==> config.mk <==
export PLATFORM = sky130hd
export DESIGN_NAME = csa_accum_ctrl
export DESIGN_NICKNAME = d
export VERILOG_FILES = /design/src/rtl/csa_accum_ctrl.sv
export SDC_FILE = /design/constraint.sdc
export NUM_CORES = 1
export LEC_CHECK = 0
export CORE_UTILIZATION = 52
export DETAILED_ROUTE_END_ITERATION = 10
export GPL_TIMING_DRIVEN = 0
export PLACE_DENSITY = 0.83
export SLEW_MARGIN = 0
export SYNTH_ARGS = -nofsm -noshare
export SYNTH_HDL_FRONTEND = slang
export SYNTH_SLANG_ARGS = --single-unit
==> constraint.sdc <==
create_clock -name clk -period 2.15 [get_ports clk]
set_input_delay 0.215 -clock clk [delete_from_list [all_inputs] [get_ports clk]]
set_output_delay 0.215 -clock clk [all_outputs]
set_load 0.02 [all_outputs]
==> src/rtl/csa_accum_ctrl.sv <==
`default_nettype none
// ============================================================================
// csa_accum_ctrl : carry-save accumulator controller with iterative resolve
// Rev 1.0
// ============================================================================
module csa_accum_ctrl #(
  parameter int WIDTH = 4,
  parameter int ACC_W = 8,
  parameter int CNT_W = 8
) (
  input  logic             clk,
  input  logic             rst,
  input  logic             in_valid,
  output logic             in_ready,
  input  logic [WIDTH-1:0] in_data,
  input  logic             in_last,
  output logic             out_valid,
  input  logic             out_ready,
  output logic [ACC_W-1:0] out_sum,
  output logic [CNT_W-1:0] out_count
);

  typedef enum logic [1:0] {
    IDLE    = 2'd0,
    ACCUM   = 2'd1,
    RESOLVE = 2'd2,
    DONE    = 2'd3
  } state_t;

  state_t           state_q;
  logic [ACC_W-1:0] s_q;
  logic [ACC_W-1:0] c_q;
  logic [CNT_W-1:0] cnt_q;

  logic [ACC_W-1:0] x_ext;
  logic [ACC_W-1:0] csa_sum_d;
  logic [ACC_W-1:0] csa_carry_d;
  logic [ACC_W-1:0] res_sum_d;
  logic [ACC_W-1:0] res_carry_d;
  logic [CNT_W-1:0] cnt_inc_d;
  logic             accept;

  assign x_ext  = ACC_W'(in_data);
  assign accept = in_valid && in_ready;

  // Left shifts drop the carry out of the MSB, giving the modulo-2^ACC_W wrap.
  assign csa_sum_d   = s_q ^ c_q ^ x_ext;
  assign csa_carry_d = ((s_q & c_q) | (c_q & x_ext) | (x_ext & s_q)) << 1;
  assign res_sum_d   = s_q ^ c_q;
  assign res_carry_d = (s_q & c_q) << 1;
  assign cnt_inc_d   = (cnt_q == {CNT_W{1'b1}}) ? cnt_q : cnt_q + CNT_W'(1);

  always_ff @(posedge clk) begin
    if (rst) begin
      state_q <= IDLE;
      s_q     <= '0;
      c_q     <= '0;
      cnt_q   <= '0;
    end else begin
      case (state_q)
        IDLE: begin
          if (accept) begin
            s_q     <= x_ext;
            c_q     <= '0;
            cnt_q   <= CNT_W'(1);
            state_q <= in_last ? RESOLVE : ACCUM;
          end
        end
        ACCUM: begin
          if (accept) begin
            s_q     <= csa_sum_d;
            c_q     <= csa_carry_d;
            cnt_q   <= cnt_inc_d;
            state_q <= in_last ? RESOLVE : ACCUM;
          end
        end
        RESOLVE: begin
          if (c_q == '0) begin
            state_q <= DONE;
          end else begin
            s_q <= res_sum_d;
            c_q <= res_carry_d;
          end
        end
        DONE: begin
          if (out_ready) begin
            state_q <= IDLE;
          end
        end
        default: state_q <= IDLE;
      endcase
    end
  end

  assign in_ready  = ((state_q == IDLE) || (state_q == ACCUM)) && !rst;
  assign out_valid = (state_q == DONE);
  assign out_sum   = s_q;
  assign out_count = cnt_q;

endmodule
`default_nettype wire

==> results.tsv, run 1 <==
stage	metric	value	unit
placement	io_buffers	26	
timing	layout_min_cycle_time	2110	ps
global_route	grt-ovfl-total	0	
global_route	use_met2	48.1	%
critical_path	worstPathCellList	inv_1 -> ha_1 -> buf_6 -> o21ba_4 -> clkdlybuf4s50_1	
drt	routed_wl	3910	µm
critical_path	arrival	1890	ps
placement	dp_slack	-184	ps
layout	seq_area	503	µm²
drt	via_per_inst	6.34	
logic_synthesis	ys_async_sr_fraction	0	%
clock_tree	post_cts_buffers	0	
critical_path	r2r_slack	140	ps
drt	drt-initial-drc-count	46	
logic_synthesis	yosysWarningCount	0	
logic_synthesis	synth_top_area_cell	dfxtp_1	
critical_path	crit_type	reg -> out	
clock_tree	insertion_delay	340	ps
die	die_area	3160	µm²
global_route	grt_pass1_vias	1485	
timing	rsz0062_at_grt	no	
timing	slew-limit-headroom	61.4	%
critical_path	cp_slowest_stage_delay	530	ps
logic_synthesis	ys_ff_latch	25	
layout	final_cell_mix	clkdlybuf4s50_1 (26), dfxtp_1 (23), a21oi_1 (22)	
layout	final_common_cell	clkdlybuf4s50_1	
layout	postLayoutCoreUtil	67.5	%
logic_synthesis	ys_seq_area_share	32.8	%
timing	tightest_slew	574	ps
timing	maxSlewViolCount	0	
timing	fin_ws	42.6	ps
timing	hold_viol	0	
logic_synthesis	synth.distinct_cells	38	
critical_path	critPathCaptureType	primary output	
critical_path	r2r_end	out_count[7]$_SDFFE_PP0P_	
critical_path	required	1930	ps
die	die_x	56.2	µm
logic_synthesis	ys.flop_type	dfxtp_1	
logic_synthesis	syn-cell-area	1530	µm²
timing	setup_viol	0	
critical_path	cp_slowest_cell	clkdlybuf4s50_1	
drt	firstDrtPassIters	5	
die	io_pins	27	
critical_path	worstSetupEndpoint	in_ready	
drt	ant_nets	0	
placement	hpwl	2830	µm
drt	avgRoutedWirePerCell	16.4	µm
global_route	antenna_found_initial	0	
critical_path	start_kind	flop	
timing	fmax	0.475	GHz
critical_path	path_max_fanout	9	
logic_synthesis	synth_cells	177	
clock_tree	clk_pin_slew	140	ps
die	coreArea	2760	µm²
global_route	busiest_layer	met2	
die	die_h	56.2	µm
global_route	met1_usage	25.5	%
layout	fillers	246	
global_route	grt_max_degree	15	
pwr	powerDensity	604	nW/µm²
clock_tree	cts-buffers-inserted	3	
critical_path	reg2regPathDepth	8	
clock_tree	cts_tree	built	
critical_path	crit-reg2reg-launch	state_q[1]$_SDFFE_PP0P_	
clock_tree	cts.sinks	25	
critical_path	path_depth	5	
pwr	ir_worst_vdd	0.000607	V
drt	num_vias	1508	
die	start_util	55.4	%
clock_tree	cts.path.max_buffers	2	
pwr	power.leakage	0.661	nW
critical_path	cpLargestDelayFamily	buffers and inverters	
placement	place_congestion	0.814	
min_path	hold_class	reg -> reg	
outcome	status	finished, final reports clean	
logic_synthesis	synth_area_leaders	dfxtp_1 (33%), ha_1 (9.8%), a21oi_1 (7.2%), o21ai_0 (4.6%), nand4_1 (4.1%)	
logic_synthesis	synth_top_area_share	32.8	%
layout	drive_gt1_share	9.66	%
global_route	met3_usage	4.88	%
timing	fin_hold_ws	502	ps
critical_path	crit_buf_inv	3	
global_route	grt_pass1_wl	6240	µm
flow_run	max_cap_violations	0	
clock_tree	root_buffer	clkbuf_4	
layout	areaGrowthSynthToFinish	22.0	%
layout	final_nets	232	
logic_synthesis	synth_area_per_cell	8.62	µm²
die	rows	19	
timing	fin_worst_skew	15.5	ps
logic_synthesis	synth_fp_nets	201	
critical_path	crit_path_start	state_q[1]$_SDFFE_PP0P_	
clock_tree	htree_levels	1	
layout	multi_input_area	936	µm²
drt	post-route-drc-count	0	
clock_tree	cts_resized	2	
pwr	finalPower	1.12	mW
logic_synthesis	synth_edf_count	0	
timing	fin_crit_sh	98.0	%
layout	diodes	0	
global_route	grtUsageTotal	24.7	%
clock_tree	postCtsHoldBufs	0	
[cell families (layout without fill, tap and decap cells)]
| family | after synthesis | in the layout | synth area share (%) |
|---|---|---|---|
| AO/OA/AOI/OAI | 65 | 65 | 28.8 |
| AND/OR/NAND/NOR | 51 | 51 | 18.5 |
| flip-flops | 25 | 25 | 32.8 |
| buffers and inverters | 21 | 51 | 6.15 |
| adder cells (fa/ha/maj) | 15 | 15 | 13.8 |
[synth_stat cells (2+ instances only)]
library cell	instances
o31ai_1	3
nand4_1	10
o21a_1	4
fa_1	3
a21oi_1	22
inv_1	8
ha_1	12
buf_6	2
o32ai_1	4
or2_2	3
a22o_1	3
clkbuf_1	10
dfxtp_1	25
a22oi_1	3
nand3_1	5
or3_1	3
and3_1	3
nor2b_1	6
nor2_1	3
o2111ai_1	3
nand2_1	11
nand2b_1	2
o21ai_0	14
[registers in the layout, indices dropped and copies added, names as in the netlist]
signal     cells
out_count      8
c_q            7
out_sum        8
state_q        2
[stage by stage]
step                cell area (µm²)  TNS [ps]  cells
finish                         1860         0    238
global route                   1860         0    238
CTS                            1850         0    238
detailed placement             1830     -1520    234
global placement               1830      -146    234
floorplan                      1530         0    177
[worst min-delay path by stage]
stage                     cells after the start  slack [ps]               startpoint                      end
after floorplan                               2         440               in_data[1]  out_sum[1]$_SDFFE_PP0P_
final                                         2         500  out_sum[7]$_SDFFE_PP0P_  out_sum[7]$_SDFFE_PP0P_
after CTS                                     2         510  out_sum[7]$_SDFFE_PP0P_  out_sum[7]$_SDFFE_PP0P_
after detailed placement                      2         490  out_sum[7]$_SDFFE_PP0P_  out_sum[7]$_SDFFE_PP0P_
after global routing                          2         530  out_sum[7]$_SDFFE_PP0P_  out_sum[7]$_SDFFE_PP0P_
after global placement                        2         480  out_sum[7]$_SDFFE_PP0P_  out_sum[7]$_SDFFE_PP0P_
[layer usage]
| metal | vias up | wire length (µm) |
|---|---|---|
| li1 | 716 | - |
| met1 | 723 | 1550 |
| met2 | 57 | 2060 |
| met3 | 12 | 226 |
| met5 | - | 0 |
| met4 | 0 | 78 |
[final cells by class]
class / instances / share of cell area (%)
Buffer: 13 / 3.56
Clock buffer: 3 / 1.21
Clock inverter: 1 / 0.269
Inverter: 8 / 1.61
Multi-Input combinational cell: 131 / 50.3
Sequential cell: 25 / 27.0
Tap cell: 31 / 2.08
Timing Repair Buffer: 26 / 14.0
[power breakdown]
| part | switching [mW] | internal, mW |
|---|---|---|
| clock network | 0.156 | 0.0701 |
| logic | 0.236 | 0.149 |
| registers | 0.0261 | 0.486 |
[tightest hold or removal path, cell delays in order, from the launching register on]
cell	delay, ps
dfxtp_1	350
o31ai_1	60
a21oi_1	60
(Power assumes the default switching activity.)
==> run 2, diff against run 1 <==
--- a/config.mk
+++ b/config.mk
@@ -13,3 +13,4 @@
 export SYNTH_ARGS = -nofsm -noshare
 export SYNTH_HDL_FRONTEND = slang
 export SYNTH_SLANG_ARGS = --single-unit
+export TNS_END_PERCENT = 30
==> results of run 2 <==
The final DEF is identical to that of run 1; final timing and power are the same.
